--- config.mk ---
export PLATFORM = sky130hd
export DESIGN_NAME = div_unit
export DESIGN_NICKNAME = d
export VERILOG_FILES = /design/src/rtl/div_pkg.sv /design/src/rtl/div_iter_step.sv /design/src/rtl/div_unit.sv
export SDC_FILE = /design/constraint.sdc
export NUM_CORES = 1
export LEC_CHECK = 0
export ABC_AREA = 0
export CELL_PAD_IN_SITES_DETAIL_PLACEMENT = 1
export CELL_PAD_IN_SITES_GLOBAL_PLACEMENT = 1
export CORE_MARGIN = 4
export CORE_UTILIZATION = 41
export DETAILED_ROUTE_END_ITERATION = 12
export PLACE_DENSITY_LB_ADDON = 0.1
export SYNTH_ARGS = -nofsm -noshare
export SYNTH_HDL_FRONTEND = slang
export SYNTH_SLANG_ARGS = --single-unit
export TNS_END_PERCENT = 10
--- constraint.sdc ---
create_clock -name clk -period 5.2 [get_ports clk]
set_input_delay 1.3 -clock clk [delete_from_list [all_inputs] [get_ports clk]]
set_output_delay 1.3 -clock clk [all_outputs]
set_load 0.02 [all_outputs]
--- src/rtl/div_pkg.sv ---
// Shared definitions for the EXE-stage divider: state encodings and default width.
package div_pkg;

   localparam int DIV_WIDTH = 32;

   typedef enum logic [1:0] {
      DIV_ST_IDLE = 2'b00,
      DIV_ST_BUSY = 2'b01,
      DIV_ST_DONE = 2'b10
   } divState_t;

endpackage

--- src/rtl/div_iter_step.sv ---
// One radix-2 restoring division step: shift {rem,quo} left by one, then
// subtract the divisor from the partial remainder if it fits and record a 1.
module div_iter_step
   import div_pkg::*;
#(
   parameter int WIDTH = DIV_WIDTH
) (
   input  logic [WIDTH-1:0] i_rem,
   input  logic [WIDTH-1:0] i_quo,
   input  logic [WIDTH-1:0] i_dvs,
   output logic [WIDTH-1:0] o_rem,
   output logic [WIDTH-1:0] o_quo
);

   logic [WIDTH:0]   w_shift;
   logic [WIDTH-1:0] w_diff;
   logic             w_fits;

   // The shifted remainder needs one extra bit; the difference always fits
   // back into WIDTH bits because the remainder is kept below the divisor.
   always_comb begin
      w_shift = {i_rem, i_quo[WIDTH-1]};
      w_fits  = (w_shift >= {1'b0, i_dvs});
      w_diff  = w_shift[WIDTH-1:0] - i_dvs;
      o_rem   = w_fits ? w_diff : w_shift[WIDTH-1:0];
      o_quo   = {i_quo[WIDTH-2:0], w_fits};
   end

endmodule

--- src/rtl/div_unit.sv ---
// Multi-cycle restoring divider for DIV/DIVU in EXE. Remainder goes to HI,
// quotient to LO. Optional macro DIV_EARLY_OUT_EN skips the iterations when
// the divisor is zero or the dividend magnitude is below the divisor's.
module div_unit
   import div_pkg::*;
#(
   parameter int WIDTH = DIV_WIDTH
) (
   input  logic             clk,
   input  logic             rst_n,
   input  logic             start,
   input  logic             signed_op,
   input  logic             flush,
   input  logic [WIDTH-1:0] rs_data,
   input  logic [WIDTH-1:0] rt_data,
   output logic             stall_req,
   output logic             done,
   output logic [WIDTH-1:0] hi_wdata,
   output logic [WIDTH-1:0] lo_wdata,
   output logic             whi,
   output logic             wlo
);

   localparam int             CW       = $clog2(WIDTH);
   localparam logic [CW-1:0]  CNT_LAST = CW'(WIDTH - 1);
   localparam logic [CW-1:0]  CNT_ONE  = CW'(1);

   divState_t        r_state;
   divState_t        w_nextState;
   logic [CW-1:0]    r_cnt;
   logic [WIDTH-1:0] r_rem;
   logic [WIDTH-1:0] r_quo;
   logic [WIDTH-1:0] r_dvs;
   logic             r_signQ;
   logic             r_signR;

   logic             w_accept;
   logic             w_earlyOut;
   logic [WIDTH-1:0] w_rsMag;
   logic [WIDTH-1:0] w_rtMag;
   logic [WIDTH-1:0] w_stepRem;
   logic [WIDTH-1:0] w_stepQuo;

   // Operand magnitudes; only signed divides of negative values get negated.
   assign w_rsMag = (signed_op && rs_data[WIDTH-1]) ? -rs_data : rs_data;
   assign w_rtMag = (signed_op && rt_data[WIDTH-1]) ? -rt_data : rt_data;

`ifdef DIV_EARLY_OUT_EN
   assign w_earlyOut = (rt_data == '0) || (w_rsMag < w_rtMag);
`else
   assign w_earlyOut = 1'b0;
`endif

   div_iter_step #(
      .WIDTH (WIDTH)
   ) u_step (
      .i_rem (r_rem),
      .i_quo (r_quo),
      .i_dvs (r_dvs),
      .o_rem (w_stepRem),
      .o_quo (w_stepQuo)
   );

   // State register.
   always_ff @(posedge clk or negedge rst_n) begin
      if (!rst_n) begin
         r_state <= DIV_ST_IDLE;
      end else begin
         r_state <= w_nextState;
      end
   end

   // Next state plus stall/done; flush always returns to IDLE and masks done.
   always_comb begin
      w_nextState = r_state;
      w_accept    = 1'b0;
      stall_req   = 1'b0;
      done        = 1'b0;
      case (r_state)
         DIV_ST_IDLE: begin
            if (start && !flush) begin
               w_accept    = 1'b1;
               stall_req   = 1'b1;
               w_nextState = w_earlyOut ? DIV_ST_DONE : DIV_ST_BUSY;
            end
         end
         DIV_ST_BUSY: begin
            stall_req = 1'b1;
            if (flush) begin
               w_nextState = DIV_ST_IDLE;
            end else if (r_cnt == CNT_LAST) begin
               w_nextState = DIV_ST_DONE;
            end
         end
         DIV_ST_DONE: begin
            done        = !flush;
            w_nextState = DIV_ST_IDLE;
         end
         default: begin
            w_nextState = DIV_ST_IDLE;
         end
      endcase
   end

   // Operand capture at acceptance, then one restoring step per BUSY cycle.
   always_ff @(posedge clk or negedge rst_n) begin
      if (!rst_n) begin
         r_cnt   <= '0;
         r_rem   <= '0;
         r_quo   <= '0;
         r_dvs   <= '0;
         r_signQ <= 1'b0;
         r_signR <= 1'b0;
      end else if (w_accept) begin
         r_cnt   <= '0;
         r_dvs   <= w_rtMag;
         r_signQ <= signed_op & (rs_data[WIDTH-1] ^ rt_data[WIDTH-1]);
         r_signR <= signed_op & rs_data[WIDTH-1];
         if (w_earlyOut) begin
            r_rem <= w_rsMag;
            r_quo <= (rt_data == '0) ? '1 : '0;
         end else begin
            r_rem <= '0;
            r_quo <= w_rsMag;
         end
      end else if (r_state == DIV_ST_BUSY) begin
         r_rem <= w_stepRem;
         r_quo <= w_stepQuo;
         if (r_cnt != CNT_LAST) begin
            r_cnt <= r_cnt + CNT_ONE;
         end
      end
   end

   // Sign fix-up on the result; outputs stay zero unless the result is valid.
   always_comb begin
      lo_wdata = '0;
      hi_wdata = '0;
      if (done) begin
         lo_wdata = r_signQ ? -r_quo : r_quo;
         hi_wdata = r_signR ? -r_rem : r_rem;
      end
   end

   assign whi = done;
   assign wlo = done;

endmodule
[Word level (Yosys, flattened, before mapping)]
Index checks and enable logic that the tools add are counted.
Word-level totals
  register bits after elaboration: 105
  input bits: 69
  output and inout port bits: 68
  word-level logic and storage cells: 54
Operators by class
  add/sub/neg operators: 6
  $lt $le $gt $ge: 1
  equal/unequal tests: 6
  multiplexer cells: 22
  bitwise logic cells: 3
  reductions and logical operators: 9
Operator list (count)
  32-bit two-way mux: 11
  32-bit negation: 4
  33-bit by 32-bit >= comparator with 1-bit output: 1
  32-bit subtractor: 1
  5-bit two-way mux: 3
  2-bit two-way mux: 3
  5-bit by 1-bit adder with 5-bit output, second input constant: 1
  5-bit equality test, second input constant: 1
  5-bit inequality test, second input constant: 1
  2-bit case mux with 2 select lines: 1
  2-bit AND reduction: 2
  2-bit nonzero test: 2
  1-bit logical AND: 3
  1-bit two-way mux: 3
  3-bit inequality test, second input constant: 1
  1-bit AND: 2
  2-bit by 1-bit equality test with 1-bit output, second input constant: 1
  2-bit equality test, second input constant: 1
  2-bit logical NOT: 1
  2-bit inequality test, second input constant: 1
  1-bit case mux with 2 select lines: 1
  1-bit logical NOT: 1
  1-bit bitwise XOR: 1

[Longest topological paths before layout]
Gate-level depths: netlist of the first run.
  depth in word-level cells: 6
  mapped depth: 13
  gate-level depth less buffers: 13

[By module]
A second synthesis of the first run with hierarchy kept.
Unflattened totals
  cells, all modules: 1328
  area total of the unflattened synthesis: 9924.5 µm²
By module, submodules not included
  div_unit: instances 1, cells an instance 948, area each 7384.6 µm², seq. area each 2627.5 µm²
  div_iter_step: instances 1, cells an instance 380, area each 2539.9 µm², seq. area each 0.0 µm²

[Least setup slack after synthesis of the first run]
OpenSTA, ideal clock, no wires.
  kind: flip-flop to output port
  start: reg r_quo[10]
  end: out lo_wdata[28]
  arrival time: 2993 ps
  data required time: 3900 ps
  path slack: 907 ps
  cell stages (with the launch flop): 9
  path buffers: 0
  cells stage by stage: dfrtp_1 -> or4_4 -> or3_1 -> or3_4 -> or4_4 -> or3_4 -> o31ai_4 -> xor2_1 -> nor2_1
Between the ends
  longest elaborated chain between the ends: 3
RTL lines
  from (decl): RTL line div_unit.sv:32  | logic [WIDTH-1:0] r_quo;
  from (signal assigned): RTL line div_unit.sv:121  | r_quo <= (rt_data == '0) ? '1 : '0;
  from (signal assigned): RTL line div_unit.sv:124  | r_quo <= w_rsMag;
  from (signal assigned): RTL line div_unit.sv:128  | r_quo <= w_stepQuo;
  32-bit negation: RTL line div_unit.sv:140  | lo_wdata = r_signQ ? -r_quo : r_quo;
  32-bit two-way mux: RTL line div_unit.sv:140
  32-bit two-way mux: RTL line div_unit.sv:139  | if (done) begin
  to (decl): RTL line div_unit.sv:19  | output logic [WIDTH-1:0] lo_wdata,
Every way passes these cells.

[Worst setup path in the final report of the first run]
  start: reg r_quo[10]
  end: out lo_wdata[27]
Same word-level chain as after synthesis.

==> out/metrics.csv, run 1 <==
metric,value,unit
status,completed,
cts_max_level,3,
finalClockSkew,0.0103,ns
cpMaxStageDelayCell,clkdlybuf4s50_1,
wirelength,28100,um
netlist_area,0.00900,mm^2
drive_gt1_share,3.99,%
cap_violations,0,
post-synth-top-count-cell,nand2_1,
critPathBufInv,1,
drt-pass1-iter-count,5,
synth.area.top_cells,"dfrtp_1 29%, xor2_1 9.0%, nand2_1 6.3%, o21ai_0 6.2%, nor2_1 5.9%",
place.gp.congestion,0.845,
synth_top_area_share,29.2,%
wire_per_inst,18.1,um
critical_path_arrival,3.80,ns
cp-start-kind,register,
syn2layout_area_growth,21.5,%
syn_nets,1283,
worst_pin_slew,1.14,ns
fmax,0.196,GHz
rsz0062_at_grt,yes,
drt-initial-drc-count,438,
antenna_cells,0,
clk_pin_slew,0.07,ns
cts_root_buf,clkbuf_16,
critPathTopFamily,simple AND/OR/NAND/NOR gates,
dieWidth,156,um
synth_top_flop_cell,dfrtp_1,
final.min_clock_period,5.10,ns
yosysSeqAreaShare,29.2,%
ant_nets,0,
p_per_area,464,mW/mm^2
synth_edf_count,0,
design_area,0.0109,mm^2
via_count,8781,
pre_cts_ws,0.235,ns
synth_cells,1175,
grt_pass1_wl,45700,um
setup_viol,0,
yosysTopAreaCell,dfrtp_1,
cp_data_required_time,3.90,ns
initial_utilization,42.3,%
post-route-period-util,98.1,%
numCtsBuffers,9,
grt_usage,22.9,%
die-area,0.0244,mm^2
reg2reg_slack,1.05,ns
crit_type,reg -> out,
hold_class,reg -> reg,
final_hold_viol_count,0,
power_leakage,4.67,nW
syn_avg_cell_area,7.66,um^2
vdd_drop_max,0.000217,V
rows,53,
core,0.0213,mm^2
utilization,51.4,%
clockBufferDepth,2,
cts_tree,yes,
grt.overflow.total,0,
ctsHoldBuffers,0,
grt_pass1_vias,8696,
total_power,5.07,mW
crit_top_cell,or3_1,
clock_sink_count,105,
end_kind,output port,
synthTopCellsByCount,"150 x nand2_1, 142 x nor2_1, 112 x o21ai_0",
ys_warn_count,0,
cpPeakStageDelay,0.61,ns
route.detailed.drc,0,
hpwl,21700,um
setup_slack,0.101,ns
maxSlewHeadroom,24.3,%
antenna_found_initial,0,
async_reset_ff_share,100,%
yosys.cell_types.count,57,
nets,1382,
crit_fanout,5,
place_area,0.0106,mm^2
clock_latency,0.36,ns
final_max_slew_viol_count,0,
grt_start_max_net_pins,75,
numPortBuffers,136,
ys_seq_elements,105,
ioPinCount,137,
viasPerCell,5.65,
crit_chain,or4_4 -> or3_1 -> or3_1 -> or4_1 -> o21ai_4 -> nand2_1 -> xnor2_1 -> nor2_1 -> clkdlybuf4s50_1,
die_h,156,um
-- routing by layer --
metal / track usage [%] / vias to the layer above / wire, um
met4: 4.55 / 0 / 278
met5: 0 / - / 0
met2: 35.8 / 161 / 12700
li1: - / 4316 / -
met1: 34.6 / 4289 / 14000
met3: 2.27 / 15 / 1140
-- per-stage QoR --
step	hold slack, ns	TNS (ns)	instances
2_1_floorplan	0.450	0	1175
3_3_place_gp	0.462	0	1538
3_5_place_dp	0.470	0	1538
4_1_cts	0.485	0	1553
5_1_grt	0.507	-0.0821	1553
6_report	0.477	0	1553
-- repair_timing --
action                     in CTS  in global routing
setup endpoints to repair       9                  9
gates cloned                    0                  0
setup buffers                   0                  0
resized for setup               6                 10
-- layout by cell type (no fill, tap or decap), types with 4 or more instances in the layout --
cell type / count
o21ai_0: 110
inv_1: 55
clkbuf_16: 9
nand2b_1: 10
o31ai_1: 23
o211ai_1: 8
dfrtp_1: 105
a21boi_0: 5
nor4_1: 12
nand4_1: 7
mux2i_1: 24
clkdlybuf4s50_1: 125
or4_1: 13
xnor2_1: 55
nand3_1: 26
dlymetal6s2s_1: 7
and3_1: 10
nand2_1: 150
a21oi_1: 51
a21o_1: 15
o22ai_1: 7
xor2_1: 93
buf_4: 14
nor3_1: 18
o21bai_1: 6
or3_1: 15
o41ai_1: 15
nor2b_1: 7
a31oi_1: 35
nor2_1: 141
a211oi_1: 4
a32oi_1: 7
and2_1: 7
ha_1: 38
or2_2: 4
-- worst register-to-register path, cell delays in order (launching register included) --
cell and delay [ns]:
dfrtp_1 0.42, inv_1 0.09, ha_1 0.16, inv_1 0.05, fa_1 0.43, a211oi_1 0.29, o21bai_1 0.19, a2111oi_0 0.64
o41ai_1 0.30, a221oi_1 0.80, nor4_1 0.10, or4_1 0.51, nand3_1 0.10
-- power by group --
part           switching (mW)  leakage, nW  internal, mW
combinational            1.67         3.23          1.24
sequential              0.399         1.30          1.06
clock                   0.314        0.138         0.385
total                    2.38         4.67          2.69
-- logic make-up (layout without fill, tap and decap cells) --
family / after synthesis / after routing / synth area share (%)
and+or+nand+nor: 434 / 434 / 22.0
AOI/OAI and AO/OA: 305 / 305 / 20.9
xor gates and xnor gates: 148 / 148 / 14.4
buffers and inverters: 117 / 220 / 4.99
DFF: 105 / 105 / 29.2
adders and majority gates: 39 / 39 / 5.50
muxes: 27 / 27 / 3.04
-- state kept, by name, indices dropped and copies added, names as in the netlist --
signal and cells:
r_signR 1, r_cnt 5, r_signQ 1, r_rem 32, r_dvs 32, r_quo 32, r_state 2
-- final cells by class --
cell class              count  area (um^2)
fillers                  2657        10400
multi-input cells         953         5970
flip-flops and latches    105         2630
repair buffers            150         1490
well taps                 275          344
clock buffers              11          243
inverters                  55          206
clock inverters             4         53.8
-- path summary, 6_finish.rpt --
kind,startpoint,endpoint,cells past startpoint
setup / recovery,r_quo[10],lo_wdata[27],9
hold / removal,r_dvs[20],r_dvs[20],2
setup reg to reg,r_quo[31],r_rem[24],12
hold reg to reg,r_dvs[20],r_dvs[20],2
max in group asynchronous,rst_n,r_quo[6],2
min in group asynchronous,rst_n,r_dvs[11],1
Power figures use the tool's default switching activity.
==> run 2, diff against run 1 <==
CTS_CLUSTER_DIAMETER = 150   (was not set)
==> results of run 2 <==
No change in the layout: final DEF, timing and power equal those of run 1.
